[src/rtl/exibe_sequencia_if.sv]
// Signal bundle between the sequence presenter, the game controller,
// the sequence ROM and the LED/debug outputs.
interface exibe_sequencia_if #(
    parameter int ADDR_W = 4,
    parameter int DATA_W = 4
);
    logic              iniciar;
    logic [ADDR_W-1:0] limite;
    logic [DATA_W-1:0] mem_dado;
    logic [ADDR_W-1:0] mem_endereco;
    logic [DATA_W-1:0] leds;
    logic              ocupado;
    logic              pronto;
    logic [3:0]        db_estado;

    // Controller/ROM side: issues the start request and returns ROM data.
    modport master (
        output iniciar, limite, mem_dado,
        input  mem_endereco, leds, ocupado, pronto, db_estado
    );

    // Presenter side.
    modport slave (
        input  iniciar, limite, mem_dado,
        output mem_endereco, leds, ocupado, pronto, db_estado
    );
endinterface

[src/rtl/exibe_sequencia.sv]
// Sequence presenter for the MindFocus memory game: walks the sync ROM from
// address 0 up to the captured limit and lights each entry on the player LEDs
// for T_ON cycles, followed by a T_OFF-cycle dark gap. Moore FSM with all
// outputs registered; pronto pulses once when the last gap completes.
module exibe_sequencia #(
    parameter int ADDR_W = 4,
    parameter int DATA_W = 4,
    parameter int T_ON   = 1000,
    parameter int T_OFF  = 500
) (
    input logic               clock,
    input logic               reset,
    exibe_sequencia_if.slave  bus
);

    localparam int T_MAX = (T_ON > T_OFF) ? T_ON : T_OFF;
    localparam int TW    = (T_MAX > 1) ? $clog2(T_MAX) : 1;

    localparam logic [TW-1:0] T_ON_M1  = TW'(T_ON - 1);
    localparam logic [TW-1:0] T_OFF_M1 = TW'(T_OFF - 1);

    typedef enum logic [3:0] {
        INICIAL = 4'h0,
        CARREGA = 4'h1,
        LE      = 4'h2,
        ACENDE  = 4'h3,
        APAGA   = 4'h4,
        PROXIMO = 4'h5,
        FIM     = 4'hF
    } estado_t;

    estado_t           estado;
    logic [ADDR_W-1:0] endereco;
    logic [ADDR_W-1:0] limite_r;
    logic [DATA_W-1:0] leds_r;
    logic [TW-1:0]     timer;
    logic              ocupado_r;
    logic              pronto_r;

    // Controller FSM: address counter, interval timer and registered outputs.
    always_ff @(posedge clock or negedge reset) begin
        if (!reset) begin
            estado    <= INICIAL;
            endereco  <= '0;
            limite_r  <= '0;
            leds_r    <= '0;
            timer     <= '0;
            ocupado_r <= 1'b0;
            pronto_r  <= 1'b0;
        end else begin
            pronto_r <= 1'b0;
            case (estado)
                INICIAL: begin
                    if (bus.iniciar) begin
                        endereco  <= '0;
                        limite_r  <= bus.limite;
                        ocupado_r <= 1'b1;
                        estado    <= CARREGA;
                    end
                end
                // The ROM samples the stable address on this edge.
                CARREGA: begin
                    estado <= LE;
                end
                LE: begin
                    leds_r <= bus.mem_dado;
                    timer  <= '0;
                    estado <= ACENDE;
                end
                ACENDE: begin
                    if (timer == T_ON_M1) begin
                        leds_r <= '0;
                        timer  <= '0;
                        estado <= APAGA;
                    end else begin
                        timer <= timer + TW'(1);
                    end
                end
                APAGA: begin
                    if (timer == T_OFF_M1) begin
                        timer  <= '0;
                        estado <= PROXIMO;
                    end else begin
                        timer <= timer + TW'(1);
                    end
                end
                // Compare before incrementing so the address never wraps.
                PROXIMO: begin
                    if (endereco == limite_r) begin
                        pronto_r <= 1'b1;
                        estado   <= FIM;
                    end else begin
                        endereco <= endereco + ADDR_W'(1);
                        estado   <= CARREGA;
                    end
                end
                FIM: begin
                    ocupado_r <= 1'b0;
                    estado    <= INICIAL;
                end
                default: begin
                    leds_r    <= '0;
                    timer     <= '0;
                    ocupado_r <= 1'b0;
                    estado    <= INICIAL;
                end
            endcase
        end
    end

    assign bus.mem_endereco = endereco;
    assign bus.leds         = leds_r;
    assign bus.ocupado      = ocupado_r;
    assign bus.pronto       = pronto_r;
    assign bus.db_estado    = estado;

endmodule

[src/flat_wrapper.sv]
// flat-port wrapper written by rule: the top's interface ports become plain ports
module exibe_sequencia_flat 
#(
    parameter int ADDR_W = 4,
    parameter int DATA_W = 4,
    parameter int T_ON   = 1000,
    parameter int T_OFF  = 500
)
  (clock, reset, bus_iniciar, bus_limite, bus_mem_dado, bus_mem_endereco, bus_leds, bus_ocupado, bus_pronto, bus_db_estado);
  exibe_sequencia_if #(.ADDR_W(ADDR_W), .DATA_W(DATA_W)) bus_i ();
  input logic clock;
  input logic reset;
  input wire logic [$bits(bus_i.iniciar)-1:0] bus_iniciar;
  input wire logic [$bits(bus_i.limite)-1:0] bus_limite;
  input wire logic [$bits(bus_i.mem_dado)-1:0] bus_mem_dado;
  output wire logic [$bits(bus_i.mem_endereco)-1:0] bus_mem_endereco;
  output wire logic [$bits(bus_i.leds)-1:0] bus_leds;
  output wire logic [$bits(bus_i.ocupado)-1:0] bus_ocupado;
  output wire logic [$bits(bus_i.pronto)-1:0] bus_pronto;
  output wire logic [$bits(bus_i.db_estado)-1:0] bus_db_estado;
  assign bus_i.iniciar = bus_iniciar;
  assign bus_i.limite = bus_limite;
  assign bus_i.mem_dado = bus_mem_dado;
  assign bus_mem_endereco = bus_i.mem_endereco;
  assign bus_leds = bus_i.leds;
  assign bus_ocupado = bus_i.ocupado;
  assign bus_pronto = bus_i.pronto;
  assign bus_db_estado = bus_i.db_estado;
  exibe_sequencia #(.ADDR_W(ADDR_W), .DATA_W(DATA_W), .T_ON(T_ON), .T_OFF(T_OFF)) u_core (.clock(clock), .reset(reset), .bus(bus_i));
endmodule
[config.mk]
export PLATFORM = sky130hd
export DESIGN_NAME = exibe_sequencia_flat
export DESIGN_NICKNAME = d
export VERILOG_FILES = /design/src/rtl/exibe_sequencia_if.sv /design/src/rtl/exibe_sequencia.sv /design/src/flat_wrapper.sv
export SDC_FILE = /design/constraint.sdc
export NUM_CORES = 1
export LEC_CHECK = 0
export CORE_UTILIZATION = 48
export DETAILED_ROUTE_END_ITERATION = 12
export GPL_TIMING_DRIVEN = 0
export PLACE_DENSITY = 0.69
export SYNTH_ARGS = -nofsm -noshare
export SYNTH_HDL_FRONTEND = slang
export SYNTH_SLANG_ARGS = --single-unit
[constraint.sdc]
create_clock -name clock -period 2.6 [get_ports clock]
set_clock_uncertainty 0.1 [all_clocks]
set_input_delay 0.52 -clock clock [delete_from_list [all_inputs] [get_ports clock]]
set_output_delay 0.52 -clock clock [all_outputs]
set_load 0.1 [all_outputs]
==> impl_results.md, run 1 <==
- P&R area growth vs syn: 21.8%
- # setup viols final: 0
- Power density over cell area: 384 mW/mm^2
- Post-Synth Simple-Gate Area: approximately 22%
- Synth Area in Adders: under 10%
- Root buf cell: clkbuf_4
- Detailed Route WL: approximately 3200 um
- CTS tree: yes
- Cell taking the most area after synthesis: dfrtp_1
- Outcome: finished, final reports clean
- Crit. End Element: primary output
- Initial Utilization: 50.0%
- GRT Total Usage: a little over a fifth
- Vias in the first global route: around 1200
- Cell count after synthesis: 140
- Worst R2R Path Depth: 6
- Max rail drop VDD: 194 uV
- Worst Hold Class: in -> async
- Htree depth: 1
- Largest family of logic cells by synthesized area: simple AND/OR/NAND/NOR gates
- Setup_tns: 0 ns
- Static Leakage: around 0.00077 uW
- Synth Register Bits: 28
- Slowest Stage Delay on Critical Path: roughly 1.2 ns
- I/O Pins: 25
- Max FO, Critical Path: 5
- Most frequent cell after synthesis: dfrtp_1
- Core area: between 0.003 and 0.004 mm^2
- Largest net degree at the start of global routing: 29
- Worst-margin pin slew: 0.976 ns
- CTS buffer count: 3
- Critical path required time: between 1.5 and 2 ns
- Placed Cells: roughly 210
- Final Hold Fails: 0
- Clock sinks: 28
- Hold_buf cts: 0
- Yosys warnings: 0
- Ant diodes: 0
- Fill cells: around 250
- First drt pass iteration count: 4
- Buf/Inv on CP: 1
- Stages on the worst setup path: 1
- Count of flip-flops with a built-in enable after synthesis: 0
- Rel. slew slack: a little over a third
- Synth Area in Compound Gates: between 10% and 20%
- Clock transition at the registers of the reported paths: roughly 0.15 ns
- Max_cap viols: 0
- CP delay by family, top: buffers and inverters
- Crit path arrival time: about 1.9 ns
- Final GP Congestion: 0.819
- Average wire per standard cell: roughly 15 um
- Nets: about 180
- Async set-reset flop share out of synthesis: 100%
- Post-DP Area: about 0.0018 mm^2
- Clk_lat worst skew: about 0.32 ns
- Post-Synth XOR/XNOR Area: under 10%
- Maximum number of buffers from clock root to sink: 2
- Post-DR vias/cell: roughly 5.8
- Routed Antenna Nets: 0
- Period utilization: 98.2%
- PortBufs: 24
- Total gr overflow: 0
- Portion of netlist area occupied by mux cells: 4.30%
- Initial antenna violation count: 0
- Synth Net Count: about 150
- Sequential element share of the synthesized area: a little under half
- Chip Height: slightly below 60 um
- Most frequent cells after synthesis: 28 x dfrtp_1, 12 x nor2_1, 10 x o21ai_0, 9 x nand3_1, 7 x nand2_1
- Post-Syn Area: 0.00151 mm^2
- Slowest CP cell: clkdlybuf4s50_1
- Vias: 1220
- Crit Path Class: reg -> out
- Multi-input gate area: 747 um^2
- Ys flop type: dfrtp_1
- Ratio of cells with drive above 1 in the final layout: 16.1%
- Initial DRC Count: 65
- Share of the synthesized area in the top cell type: between 40 and 50%
- First-pass GRT wire length: between 5000 and 6000 um
- CP cell instances: clkdlybuf4s50_1
- Tmin final: about 2.6 ns
- Post-Layout Cell Count: between 200 and 250
- Register area: ~700 um^2
- Startpoint type of the worst setup path: register
- RSZ-0062 raised after global routing: no
- Synth top area cells: dfrtp_1 46%, a22o_1 3.5%, o21ai_0 3.3%, nand3_1 3.0%, mux2_2 3.0%
- Syn Area/Cell: ~11 um^2
- Distinct cell type count after synthesis: 46
- Drt drc: 0
- F_max: just under 400 MHz
- Die Wd: around 58 um
- Post-DP HPWL: about 2400 um
- Total chip power: about 710 uW
- # rows: 20
- Finished layout cell area: ~0.0018 mm^2
- Slew Limit Fails: 0
- Die area: 0.00338 mm^2
timing repair:
action                     CTS  global route
gates resized for setup      1             2
setup buffers                0             0
setup endpoints to repair    1             2
state kept, by name (all words and copies together), names as in the netlist:
signal	count
u_core.limite_r	4
u_core.bus.db_estado	4
u_core.bus.mem_endereco	4
u_core.bus.pronto	1
u_core.bus.ocupado	1
u_core.bus.leds	4
u_core.timer	10
cells by family after synthesis:
group,after synthesis
AND/OR/NAND/NOR,51
AO/OA/AOI/OAI,38
flip-flops,28
buffers and inverters,10
multiplexers,6
XOR/XNOR,5
adder cells (fa/ha/maj),2
cells in the final DEF (no fill, tap or decap), types with 2 or more instances in the layout:
cell type	count
o211ai_1	3
mux2_2	4
a22o_1	6
buf_4	2
ha_1	2
nand3_1	9
nor3_1	4
clkbuf_4	3
clkbuf_8	3
o21ai_0	10
inv_1	5
or4_1	2
and3_1	2
nor2_1	12
dfrtp_1	28
a21oi_1	6
clkdlybuf4s50_1	20
mux2i_1	2
nor2_2	2
dlymetal6s2s_1	2
xnor2_1	4
o32a_1	2
nand2_1	7
per-stage QoR:
step | worst slack (ns) | hold slack [ns] | utilization (%)
3_3_place_gp | 0.382 | 0.376 | 59.7
6_report | 0.0459 | 0.0796 | 60.9
2_1_floorplan | 0.175 | 0.124 | -
5_1_grt | 0.00142 | 0.124 | 60.9
3_5_place_dp | 0.369 | 0.402 | 59.7
4_1_cts | 0.00821 | 0.431 | 60.9
final timing paths:
check	startpoint	to	slack [ns]
max	u_core.bus.mem_endereco[2]$_DFFE_PN0P_	bus_mem_endereco[2]	0.05
min	reset	u_core.bus.ocupado$_DFFE_PN0P_	0.08
max in group asynchronous	reset	u_core.limite_r[2]$_DFFE_PN0P_	1.91
max reg2reg	u_core.timer[0]$_DFFE_PN0N_	u_core.timer[6]$_DFFE_PN0N_	0.61
min in group clock	u_core.timer[0]$_DFFE_PN0N_	u_core.timer[0]$_DFFE_PN0N_	0.43
min reg2reg	u_core.timer[0]$_DFFE_PN0N_	u_core.timer[0]$_DFFE_PN0N_	0.43
final cells by class:
cell class	instances	area share, %
timing repair buffer	24	13.0
sequential	28	38.0
clock buffer	4	1.97
inverter	6	1.22
multi-input combinational	102	40.5
buffer	4	2.31
tap	44	2.99
per-layer routing:
layer | up-vias | wire, um | GRT usage [%]
met4 | 0 | 19 | 6.80
li1 | 576 | - | -
met2 | 37 | 1650 | 36.0
met5 | - | 0 | 0
met3 | 2 | 124 | 2.68
met1 | 605 | 1450 | 27.3
power breakdown:
group	switching (uW)	total [uW]	internal (uW)
sequential	2.11	441	439
clock	124	210	85.6
combinational	36.8	56.6	19.9
Note: power is estimated with default switching activity, not from simulation.
==> run 2, diff against run 1 <==
==> constraint.sdc (replaced) <==
create_clock -name clock -period 2.35 [get_ports clock]
set_clock_uncertainty 0.1 [all_clocks]
set_input_delay 0.47 -clock clock [delete_from_list [all_inputs] [get_ports clock]]
set_output_delay 0.47 -clock clock [all_outputs]
set_load 0.1 [all_outputs]
==> run 2 against run 1 <==
Net effect: final area fell by 1.0%; cell count did not move; largest cell class unchanged; core utilization fell by 0.62 points.
==> impl_results.md, run 2 (synthesis gave the netlist of run 1 again) <==
- # rows: 20 (unchanged)
- Maximum number of buffers from clock root to sink: 2 (unchanged)
- CTS buffer count: 3 (unchanged)
- Largest reg by FF count: u_core.timer
- CP delay by family, top: buffers and inverters
- Htree depth: 1 (unchanged)
- GRT Total Usage: 20.3% (-0.56 points)
- Die area: 0.00338 mm^2 (unchanged)
- Average wire per standard cell: 14.0 um (-8.4%)
- RSZ-0062 raised after global routing: no
- Largest net degree at the start of global routing: 29 (unchanged)
- Slew Limit Fails: 0 (unchanged)
- Vias: 1209 (-0.90%)
- First-pass GRT wire length: 5260 um (-2.9%)
- Vias in the first global route: 1156 (-2.7%)
- Tmin final: ~2.3 ns
- Max rail drop VDD: 242 uV (+24%)
- Detailed Route WL: 2970 um (-8.4%)
- I/O Pins: 25 (unchanged)
- Post-CTS Setup Inserts: 0 (unchanged)
- Max FFs per register: 10 (unchanged)
- Core area: 0.00303 mm^2 (unchanged)
- Post-DR vias/cell: 5.70 (-0.90%)
- Period utilization: 96.4%
- Final Hold Fails: 0 (unchanged)
- CP cell instances: dlygate4sd2_1
- P&R area growth vs syn: 20.6%
- Ratio of cells with drive above 1 in the final layout: 17.3% (+1.2 points)
- Most frequent cells in the layout: 26 x dfrtp_1, 14 x dlygate4sd2_1, 12 x nor2_1
- Max FO, Critical Path: 6 (+1)
- Clk_lat worst skew: 0.33 ns (about the same)
- Root buf cell: clkbuf_4
- Post-DP HPWL: 2210 um (-9.4%)
- Worst-margin pin slew: 0.965 ns (-0.0112 ns)
- F_max: between 400 and 500 MHz
- Placed Cells: 208 (unchanged)
- Crit path arrival time: 1.70 ns (-0.23 ns)
- Total gr overflow: 0 (unchanged)
- Worst Hold Class: in -> async
- Initial Utilization: 50.0% (unchanged)
- Slowest CP cell: dlygate4sd2_1
- Rel. slew slack: 35.9% (+1.2 points)
- Ant diodes: 0 (unchanged)
- Setup_tns: 0 ns (unchanged)
- Die Wd: 58.1 um (unchanged)
- Startpoint type of the worst setup path: register
- Crit. End Element: primary output
- Initial antenna violation count: 0 (unchanged)
- Nets: 182 (unchanged)
- Max_cap viols: 0 (unchanged)
- Final GP Congestion: 0.818 (-0.12%)
- Chip Height: 58.1 um (unchanged)
- Buf/Inv on CP: 1 (unchanged)
- PortBufs: 24 (unchanged)
- CTS tree: yes
- Total chip power: 785 uW (+11%)
- Static Leakage: 0.000792 uW (+2.6%)
- Clock sinks: 28 (unchanged)
- Crit Path Class: reg -> out
- Initial DRC Count: 74 (+14%)
- Post-Layout Cell Count: 212 (unchanged)
- Critical path required time: 1.78 ns (-0.20 ns)
- # setup viols final: 0 (unchanged)
- Power density over cell area: 430 mW/mm^2 (+12%)
- Drt drc: 0 (unchanged)
- Outcome: finished, final reports clean
- Hold_buf cts: 0 (unchanged)
- Clock transition at the registers of the reported paths: 0.15 ns (about the same)
- Routed Antenna Nets: 0 (unchanged)
- Slowest Stage Delay on Critical Path: 0.89 ns (-0.27 ns)
- First drt pass iteration count: 5 (+1)
- Commonest non-fill, non-tap cell in the layout: dfrtp_1
[run 2: cell types whose count changed in the layout (fill, tap and decap cells not counted), sizes merged]
| cell | previous run | this run |
|---|---|---|
| dlygate4sd2 | 1 | 14 |
| clkdlybuf4s50 | 20 | 9 |
| dlymetal6s2s | 2 | 0 |
[run 2: per-stage QoR]
step	area (um^2)	setup slack (ns)	hold WS (ns)	util [%]
floorplan	1520	0.0340	0.0744	-
finish	1820	0.0836	0.0167	60.2
global placement	1810	0.149	0.377	59.8
CTS	1830	0.0764	0.409	60.4
global route	1820	0.0189	0.0758	60.2
detailed placement	1810	0.170	0.390	59.8
[run 2: path summary, 6_finish.rpt]
path / from / end / slack, ns / depth (start not counted)
worst max register to register: u_core.timer[0]$_DFFE_PN0N_ / u_core.timer[5]$_DFFE_PN0N_ / 0.37 / 6
worst min register to register: u_core.timer[0]$_DFFE_PN0N_ / u_core.timer[0]$_DFFE_PN0N_ / 0.41 / 1
worst min-delay path: reset / u_core.timer[7]$_DFFE_PN0N_ / 0.02 / 1
min in group clock: u_core.timer[0]$_DFFE_PN0N_ / u_core.timer[0]$_DFFE_PN0N_ / 0.41 / 1
max in group asynchronous: reset / u_core.bus.db_estado[2]$_DFFE_PN0P_ / 1.71 / 1
worst max-delay path: u_core.bus.mem_endereco[0]$_DFFE_PN0P_ / bus_mem_endereco[0] / 0.08 / 1
[run 2: repair_timing]
| action | in CTS | in global routing |
|---|---|---|
| setup endpoints to repair | 14 | 0 |
| gates resized for setup | 14 | 0 |
| endpoints found under the hold margin | 0 | 0 |
[run 2: power breakdown]
| part | leakage, uW | switching, uW | internal, uW |
|---|---|---|---|
| combinational | 0.000440 | 40.0 | 19.4 |
| sequential | 0.000331 | 1.80 | 485 |
| clock | 0.0000210 | 144 | 94.9 |
| total | 0.000792 | 186 | 600 |
[run 2: final cells by class]
type	instances	area, um^2
plain buffers	4	42.5
clock buffers	4	36.3
fillers	269	1200
inverters	6	22.5
multi-input cells	102	747
flip-flops and latches	28	703
well taps	44	55.1
repair buffers	24	218
[run 2: metal layers]
| metal | global-route usage (%) | part of all wire, % |
|---|---|---|
| met1 | 27.5 | 46 |
| met2 | 34.0 | 49 |
| met3 | 2.23 | 3.6 |
| met4 | 7.14 | 1.2 |
| met5 | 0 | 0 |
==> run 3, diff against run 2 <==
--- a/config.mk
+++ b/config.mk
@@ -5,6 +5,7 @@
 export SDC_FILE = /design/constraint.sdc
 export NUM_CORES = 1
 export LEC_CHECK = 0
+export ABC_CLOCK_PERIOD_IN_PS = 2350
 export CORE_UTILIZATION = 48
 export DETAILED_ROUTE_END_ITERATION = 12
 export GPL_TIMING_DRIVEN = 0
==> results of run 3 <==
No change in the layout: final DEF, timing and power equal those of run 2.
